--- config.mk ---
export PLATFORM = sky130hd
export DESIGN_NAME = io_mmio_ctrl
export DESIGN_NICKNAME = d
export VERILOG_FILES = /design/src/rtl/io_mmio_ctrl.sv
export SDC_FILE = /design/constraint.sdc
export NUM_CORES = 1
export LEC_CHECK = 0
export BUFFER_PORTS_ARGS = -buffer_cell sky130_fd_sc_hd__buf_2
export CAP_MARGIN = 20
export CORE_MARGIN = 5
export CORE_UTILIZATION = 52
export CTS_CLUSTER_DIAMETER = 30
export DETAILED_ROUTE_END_ITERATION = 16
export GPL_TIMING_DRIVEN = 0
export PLACE_DENSITY_LB_ADDON = 0.25
export SETUP_SLACK_MARGIN = 0.4
export SYNTH_ARGS = -nofsm -noshare
export SYNTH_HDL_FRONTEND = slang
export SYNTH_SLANG_ARGS = --single-unit
export TNS_END_PERCENT = 50
--- constraint.sdc ---
create_clock -name clk -period 5.4 [get_ports clk]
set_input_delay 0.27 -clock clk [delete_from_list [all_inputs] [get_ports clk]]
set_output_delay 0.27 -clock clk [all_outputs]
set_load 0.01 [all_outputs]
--- src/rtl/io_mmio_ctrl.sv ---
// io_mmio_ctrl: memory-mapped I/O block for the 0x8000_0000 space.
// Provides RX/TX byte FIFOs between the core and the UART, sticky error
// flags, and cycle / retired-instruction counters behind a one-cycle
// latency load/store port.
//
// UART handshakes use valid/ready: a byte moves on a rising edge where
// both valid and ready are high. RX ready is tied high; a byte arriving
// with the RX FIFO full (and no pop that cycle) is dropped and flagged.
module io_mmio_ctrl #(
    parameter int RX_DEPTH = 8,
    parameter int TX_DEPTH = 8,
    parameter int CNT_W    = 32
) (
    input  logic        clk,
    input  logic        rst,
    input  logic [7:0]  io_addr,
    input  logic        io_re,
    input  logic [3:0]  io_we,
    input  logic [31:0] io_din,
    output logic [31:0] io_dout,
    input  logic        inst_retire,
    input  logic [7:0]  uart_rx_data,
    input  logic        uart_rx_valid,
    output logic        uart_rx_ready,
    output logic [7:0]  uart_tx_data,
    output logic        uart_tx_valid,
    input  logic        uart_tx_ready
);

    localparam int RX_AW = $clog2(RX_DEPTH);
    localparam int TX_AW = $clog2(TX_DEPTH);

    // Word offsets (io_addr[7:2]).
    localparam logic [5:0] A_STATUS   = 6'h00;
    localparam logic [5:0] A_RX_DATA  = 6'h01;
    localparam logic [5:0] A_TX_DATA  = 6'h02;
    localparam logic [5:0] A_CYCLE    = 6'h04;
    localparam logic [5:0] A_INST     = 6'h05;
    localparam logic [5:0] A_CNT_CLR  = 6'h06;
    localparam logic [5:0] A_FLAG_CLR = 6'h07;

    // Address bits [1:0] and the upper store-data bytes carry no meaning here.
    logic w_unused;
    assign w_unused = ^{io_addr[1:0], io_din[31:8]};

    logic [5:0] w_word;
    logic       w_wr;
    assign w_word = io_addr[7:2];
    assign w_wr   = |io_we;

    // ---------------- RX FIFO state ----------------
    logic [7:0]       r_rx_mem [RX_DEPTH];
    logic [RX_AW-1:0] r_rx_wptr;
    logic [RX_AW-1:0] r_rx_rptr;
    logic [RX_AW:0]   r_rx_count;

    // ---------------- TX FIFO state ----------------
    logic [7:0]       r_tx_mem [TX_DEPTH];
    logic [TX_AW-1:0] r_tx_wptr;
    logic [TX_AW-1:0] r_tx_rptr;
    logic [TX_AW:0]   r_tx_count;

    // ---------------- flags, counters, read data ----------------
    logic             r_rx_ovf;
    logic             r_tx_drop;
    logic [CNT_W-1:0] r_cyc;
    logic [CNT_W-1:0] r_inst;
    logic [31:0]      r_dout;

    logic w_rx_full, w_rx_empty, w_tx_full, w_tx_empty;
    assign w_rx_full  = (r_rx_count == (RX_AW+1)'(RX_DEPTH));
    assign w_rx_empty = (r_rx_count == '0);
    assign w_tx_full  = (r_tx_count == (TX_AW+1)'(TX_DEPTH));
    assign w_tx_empty = (r_tx_count == '0);

    // Decoded accesses.
    logic w_rd_rx, w_wr_tx, w_cnt_clr, w_flag_clr;
    assign w_rd_rx    = io_re && (w_word == A_RX_DATA);
    assign w_wr_tx    = w_wr && (w_word == A_TX_DATA);
    assign w_cnt_clr  = w_wr && (w_word == A_CNT_CLR);
    assign w_flag_clr = w_wr && (w_word == A_FLAG_CLR);

    // FIFO events. A pop in the same cycle frees the slot a full FIFO needs.
    logic w_rx_pop, w_rx_push, w_rx_ovf_set;
    logic w_tx_pop, w_tx_push, w_tx_drop_set;
    assign w_rx_pop      = w_rd_rx && !w_rx_empty;
    assign w_rx_push     = uart_rx_valid && (!w_rx_full || w_rx_pop);
    assign w_rx_ovf_set  = uart_rx_valid && w_rx_full && !w_rx_pop;
    assign w_tx_pop      = uart_tx_valid && uart_tx_ready;
    assign w_tx_push     = w_wr_tx && (!w_tx_full || w_tx_pop);
    assign w_tx_drop_set = w_wr_tx && w_tx_full && !w_tx_pop;

    logic [7:0] w_rx_head;
    assign w_rx_head = w_rx_empty ? 8'h00 : r_rx_mem[r_rx_rptr];

    assign uart_rx_ready = 1'b1;
    assign uart_tx_valid = !w_tx_empty;
    assign uart_tx_data  = w_tx_empty ? 8'h00 : r_tx_mem[r_tx_rptr];
    assign io_dout       = r_dout;

    logic [31:0] w_status;
    assign w_status = {8'h00, 8'(r_tx_count), 8'(r_rx_count), 4'h0,
                       r_tx_drop, r_rx_ovf, !w_rx_empty, !w_tx_full};

    // Read mux: value captured into io_dout at the edge io_re is sampled.
    logic [31:0] w_rdata;
    always_comb begin
        w_rdata = '0;
        case (w_word)
            A_STATUS:  w_rdata = w_status;
            A_RX_DATA: w_rdata = {24'h0, w_rx_head};
            A_CYCLE:   w_rdata = 32'(r_cyc);
            A_INST:    w_rdata = 32'(r_inst);
            default:   w_rdata = '0;
        endcase
    end

    // FIFO storage writes; contents are don't-care until pointed at.
    always_ff @(posedge clk) begin
        if (w_rx_push) r_rx_mem[r_rx_wptr] <= uart_rx_data;
        if (w_tx_push) r_tx_mem[r_tx_wptr] <= io_din[7:0];
    end

    // RX FIFO pointers and occupancy.
    always_ff @(posedge clk) begin
        if (rst) begin
            r_rx_wptr  <= '0;
            r_rx_rptr  <= '0;
            r_rx_count <= '0;
        end else begin
            if (w_rx_push) r_rx_wptr <= r_rx_wptr + RX_AW'(1);
            if (w_rx_pop)  r_rx_rptr <= r_rx_rptr + RX_AW'(1);
            if (w_rx_push && !w_rx_pop)      r_rx_count <= r_rx_count + (RX_AW+1)'(1);
            else if (!w_rx_push && w_rx_pop) r_rx_count <= r_rx_count - (RX_AW+1)'(1);
        end
    end

    // TX FIFO pointers and occupancy.
    always_ff @(posedge clk) begin
        if (rst) begin
            r_tx_wptr  <= '0;
            r_tx_rptr  <= '0;
            r_tx_count <= '0;
        end else begin
            if (w_tx_push) r_tx_wptr <= r_tx_wptr + TX_AW'(1);
            if (w_tx_pop)  r_tx_rptr <= r_tx_rptr + TX_AW'(1);
            if (w_tx_push && !w_tx_pop)      r_tx_count <= r_tx_count + (TX_AW+1)'(1);
            else if (!w_tx_push && w_tx_pop) r_tx_count <= r_tx_count - (TX_AW+1)'(1);
        end
    end

    // Sticky error flags: a set in the same cycle as FLAG_CLR wins.
    always_ff @(posedge clk) begin
        if (rst) begin
            r_rx_ovf  <= 1'b0;
            r_tx_drop <= 1'b0;
        end else begin
            if (w_rx_ovf_set)    r_rx_ovf <= 1'b1;
            else if (w_flag_clr) r_rx_ovf <= 1'b0;
            if (w_tx_drop_set)   r_tx_drop <= 1'b1;
            else if (w_flag_clr) r_tx_drop <= 1'b0;
        end
    end

    // Free-running cycle and retired-instruction counters; clear beats increment.
    always_ff @(posedge clk) begin
        if (rst || w_cnt_clr) begin
            r_cyc  <= '0;
            r_inst <= '0;
        end else begin
            r_cyc <= r_cyc + CNT_W'(1);
            if (inst_retire) r_inst <= r_inst + CNT_W'(1);
        end
    end

    // Registered read data; holds while io_re is low.
    always_ff @(posedge clk) begin
        if (rst)        r_dout <= '0;
        else if (io_re) r_dout <= w_rdata;
    end

endmodule
==> run summary, run 1 <==
Post-route ant nets - 0
Row count - 53
Die area - 24100 sq um
Post-synth EDFFs - 128
Internal power - 4.46 mW
CTS tree - done
Synth top area share - 0.350
Fin crit period - 3380 ps
Max Slew Vio Count - 0
Starting Density - 0.526
Syn Inst Count - 916
Top cells by count, synth - edfxtp_1, dfxtp_1, nor2_1, a21oi_1, nand2_1
Rel. slew slack - 0.260
Ys async rst share - 0
Syn nets - 988
Warnings from Yosys - 0
Drt drc - 0
#FFs+latches synth - 252
CTS HTree Levels - 2
Crit end category - register
Global-route wire length before repair - 40200 microns
Share of cells above drive strength 1 - 0.211
Global route overflow - 0
Via count - 7831
Post-synth top area cell - edfxtp_1
Post-synthesis sequential area ratio - 0.576
Comb pwr share - 0.102
Largest net degree at the start of global routing - 12
Core area - 20900 sq um
I/O pins - 100
Clock share of power - 0.528
Worst min-delay path class - input pin to register
Syn avg cell area - 12.0 sq um
Leak Pwr - 4.67 nW
Final Instance Area - 13500 sq um
Clock root cell - clkbuf_16
Psw - 1.31 mW
Wirelength per Cell - 18.7 microns
Hold Fails Final Rpt - 0
Non-Filler Instances - 1358
Power Total - 5.76 mW
Upper clock frequency limit - 295 MHz
Req. time, crit path - 5800 ps
Placed inst area - 11800 sq um
Initial antenna violation count - 0
Ys flop type - edfxtp_1
IO Port Bufs - 69
Status - finished, final reports clean
# setup viols final - 0
Synth top area cells - edfxtp_1, dfxtp_1, mux4_2, mux2i_1, nor2_1
Peak supply drop - 0.322 mV
Gr usage total - 0.210
Max-Cap Viols - 0
Vias in the first global route - 7580
Switching Fraction - 0.226
Most common cell in the netlist - edfxtp_1
First-pass detailed-route iteration total - 5
Vias/cell - 5.77
Die width - 155 microns
CTS sink cnt - 252
Worst-Skew Late Latency - 520 ps
Post-CTS sizing - 0
Clk pin slew, worst setup/hold paths - 50 ps
Synthesized cell area - 11000 sq um
Power per Cell Area - 428 nW/um^2
Num CTS Buffers - 47
Crit path arrival time - 3790 ps
Max clock buf depth - 3
RD Place Congestion - 0.826
Setup_tns - 0 ps
DRT iter0 DRCs - 473
Crit path max fanout - 9
Critical Path Start Type - register
Area growth syn-to-layout - 22.6%
Util after Layout - 0.644
Synth cell types - 55
Final WL - 25400 microns
CP Class - register to register
Fin crit share - 0.627
Die H - 155 microns
Least-Margin Pin Slew - 1100 ps
RSZ-0062 raised after global routing - no
Total Nets Final - 1117
Fin Clk Skew - 20.9 ps
Inst Count DP - 1269
Flop pwr share - 0.370
Dpl hpwl - 17700 microns
## metrics by stage
step | hold WS [ps] | worst slack [ps]
4_1_cts | 0.550 | 1970
3_3_place_gp | 429 | 1580
6_report | 20.6 | 2020
2_1_floorplan | 369 | 2380
5_1_grt | 18.2 | 1820
3_5_place_dp | 438 | 1710
## timing repair
item | CTS | global route
setup buffers | 0 | 0
hold endpoints to repair | 8 | 0
hold buffers | 1 | 0
## sequential cells by signal (all words and copies together) (netlist names), named ones only
name / flops
r_rx_count: 4
r_tx_wptr: 3
io_dout: 32
r_rx_ovf: 1
r_cyc: 32
r_tx_drop: 1
r_rx_rptr: 3
r_rx_wptr: 3
r_rx_mem: 64
r_inst: 32
r_tx_rptr: 3
r_tx_count: 4
r_tx_mem: 64
## worst max-delay path, stage by stage (launching register included)
cell     delay [ps]
dfxtp_1         360
nor4_2          940
inv_1           260
nand2_1         240
ha_1            190
inv_1            90
ha_1            280
a21o_1          180
a21oi_1         170
mux2i_1         220
mux2_2          340
## layer usage
metal	global-route usage	vias to the layer above	routed length (microns)
li1	-	3764	-
met1	0.283	3789	11200
met2	0.346	233	12200
met3	0.0381	45	1390
met4	0.0667	0	632
met5	0	-	0
## power groups by stage
stage	clock network [mW]	logic (mW)	registers (mW)
after floorplan	0	0.419	2.15
after CTS	3.09	0.595	2.13
after global placement	0	0.578	2.17
after detailed placement	0	0.589	2.17
final	3.04	0.585	2.13
after global routing	3.19	0.648	2.14
## final cells by class
class / instances / area [sq um]
plain buffers: 53 / 214
flip-flops and latches: 252 / 6330
clock buffers: 64 / 1310
clock inverters: 22 / 355
multi-input cells: 593 / 4420
inverters: 18 / 67.6
fillers: 1633 / 7430
well taps: 275 / 344
repair buffers: 80 / 425
diodes: 1 / 2.50
## logic make-up after synthesis
kind of cell / count (synthesis) / share of synthesized area
multiplexers: 97 / 0.125
adder cells (fa/ha/maj): 14 / 0.0173
AND/OR/NAND/NOR: 310 / 0.152
XOR/XNOR: 26 / 0.0207
flip-flops: 252 / 0.576
buffers and inverters: 71 / 0.0256
AO/OA/AOI/OAI: 145 / 0.0834
other: 1 / 0.000341
## worst paths after layout
path	start	end	slack, ps	cells past startpoint
hold reg to reg	io_dout[22]	io_dout[22]	450	2
setup / recovery	r_tx_count[3]	r_tx_count[3]	2020	10
setup reg to reg	r_tx_count[3]	r_tx_count[3]	2020	10
hold / removal	uart_rx_data[4]	r_rx_mem[2][4]	20	1
## cell usage in the layout (no fill, tap or decap), types with 6 or more instances in the layout
cell,n
edfxtp_1,128
bufinv_16,9
clkbuf_16,47
a211oi_1,6
ha_1,12
buf_1,11
nand2_1,51
nor2b_1,13
mux2i_1,50
buf_2,77
nor2_1,85
nand2b_1,10
nor4_1,13
a21oi_1,52
mux4_2,30
nand3_1,30
dfxtp_1,124
inv_1,18
or4_1,29
nand4_1,17
clkbuf_1,44
or3_1,10
o2bb2ai_1,10
o21ai_0,28
and2_1,7
buf_4,10
clkinv_2,7
nor3_1,12
xor2_1,13
mux2_2,17
clkbuf_8,7
xnor2_1,13
and4_1,8
o31ai_1,23
Note: power is estimated with default switching activity, not from simulation.
==> inputs of run 2 (changes only) <==
==> constraint.sdc (replaced) <==
create_clock -name clk -period 3 [get_ports clk]
set_input_delay 0.15 -clock clk [delete_from_list [all_inputs] [get_ports clk]]
set_output_delay 0.15 -clock clk [all_outputs]
set_load 0.01 [all_outputs]
==> run summary, run 2 (synthesis results as in run 1) <==
Peak supply drop - 0.572 mV
Setup slack, reg-to-reg - 220 ps
Hold Fails Final Rpt - 0
Least-Margin Pin Slew - 1110 ps
Global-route wire length before repair - 42700 microns
Via count - 8052
DRT iter0 DRCs - 430
Power per Cell Area - 774 nW/um^2
RD Place Congestion - 0.850
Gr usage total - 0.224
Share of cells above drive strength 1 - 0.252
Wirelength per Cell - 19.2 microns
Post-route ant nets - 0
Total Nets Final - 1150
Dpl hpwl - 18200 microns
Vias/cell - 5.77
CTS tree - done
Final WL - 26700 microns
Clock root cell - clkbuf_16
Die H - 155 microns
Worst min-delay path class - input pin to register
Largest net degree at the start of global routing - 13
Commonest non-fill, non-tap cells in the layout - edfxtp_1, dfxtp_1, nor2_1, buf_2, clkbuf_16
CTS sink cnt - 252
Crit end category - register
Area growth syn-to-layout - 27.4%
Leak Pwr - 4.85 nW
HP Start - inst_retire
Reg-to-reg endpoint - r_tx_count[3]
Power Total - 10.8 mW
Worst Hold Path Cells - 3
Final Instance Area - 14000 sq um
Starting Density - 0.526
Req. time, crit path - 3430 ps
Num CTS Buffers - 51
Fin Clk Skew - 22.9 ps
Area of the multi-input gates - 4530 sq um
Initial antenna violation count - 1
Fillers - 1585
Die area - 24100 sq um
Seq. cell area - 6350 sq um
Most common cell after layout, fill and taps aside - edfxtp_1
Clk pin slew, worst setup/hold paths - 50 ps
Fin crit share - 0.926
Worst-Skew Late Latency - 540 ps
Status - finished, final reports clean
First-pass detailed-route iteration total - 5
Max clock buf depth - 3
Upper clock frequency limit - 360 MHz
Setup_tns - 0 ps
Crit path max fanout - 5
Antenna diodes - 0
Max Slew Vio Count - 0
IO Port Bufs - 69
CTS HTree Levels - 2
Critical Path Start Type - register
Drt drc - 0
Crit path arrival time - 3200 ps
Rel. slew slack - 0.255
Fin crit period - 2780 ps
Row count - 53
Global route overflow - 0
Max-Cap Viols - 0
I/O pins - 100
# setup viols final - 0
Vias in the first global route - 7907
Biggest regs - r_rx_mem x64, r_tx_mem x64
CP Class - register to register
Hold path endpoint - r_inst[1]
Die width - 155 microns
Worst R2R Path Depth - 12
Placed inst area - 11800 sq um
RSZ-0062 raised after global routing - yes
Core area - 20900 sq um
R2R Path Start - r_tx_count[3]
run 2: cell count changes in the layout (fill, tap and decap cells not counted), sizes merged, moves of 3 or more:
cell	change
dlygate4sd3	+18
buf	+11
clkinvlp	+10
clkbuf	-8
clkinv	+5
inv	+5
bufinv	-3
run 2: repair_timing:
action | 4_1_cts | 5_1_grt
buffers inserted | 6 | 6
endpoints found under the hold margin | 133 | 0
hold buffers | 19 | 0
pin swaps | 4 | 4
gates resized for setup | 18 | 11
setup endpoints to repair | 29 | 28
run 2: layer usage:
layer  up-vias  global-route usage  routed length, microns
met5         -                   0                       8
met4         2              0.0880                     856
met3        65              0.0445                    1600
met2       263               0.364                   12800
met1      3885               0.297                   11500
li1       3837                   -                       -
run 2: how the worst max path moves through the flow:
| stage | start | slack [ps] | depth (start not counted) | end |
|---|---|---|---|---|
| 5_1_grt | r_tx_count[2] | 150 | 12 | r_tx_count[3] |
| 3_3_place_gp | io_addr[6] | -900 | 6 | r_tx_mem[2][1] |
| 2_1_floorplan | io_addr[6] | 330 | 5 | r_tx_mem[2][0] |
| 6_report | r_tx_count[3] | 220 | 12 | r_tx_count[3] |
| 4_1_cts | r_tx_count[1] | 170 | 12 | r_tx_count[3] |
| 3_5_place_dp | io_addr[5] | -150 | 11 | r_rx_count[3] |
run 2: final cells by class:
cell class                      count  area share
Clock inverter                     39      0.0312
Sequential cell                   252       0.454
Tap cell                          275      0.0246
Buffer                             53      0.0163
Clock buffer                       56      0.0956
Timing Repair Buffer              109      0.0492
Multi-Input combinational cell    593       0.324
Inverter                           18     0.00519
run 2: power by group:
| group | switching, mW | total (mW) | leakage [nW] | internal, mW |
|---|---|---|---|---|
| clock network | 1.91 | 5.68 | 0.827 | 3.78 |
| logic | 0.658 | 1.27 | 1.86 | 0.613 |
| registers | 0.119 | 3.87 | 2.16 | 3.75 |
run 2: critical path, stage by stage, from the launching register on:
cell and delay [ps]:
dfxtp_4 390, or4b_4 510, nor2_4 140, or4_4 130, buf_6 100, inv_4 40, ha_4 160, inv_4 80
ha_4 200, a21o_1 160, a21oi_2 140, mux2i_1 270, mux2_2 360
run 2: per-stage QoR:
stage               setup slack [ps]  utilization  std cells  hold slack, ps
finish                           223        0.670       1395            40.3
global route                     147        0.670       1395            87.7
CTS                              174        0.666       1389            28.3
detailed placement              -153        0.567       1269             421
global placement                -904        0.562       1260             415
floorplan                        330            -        916             249
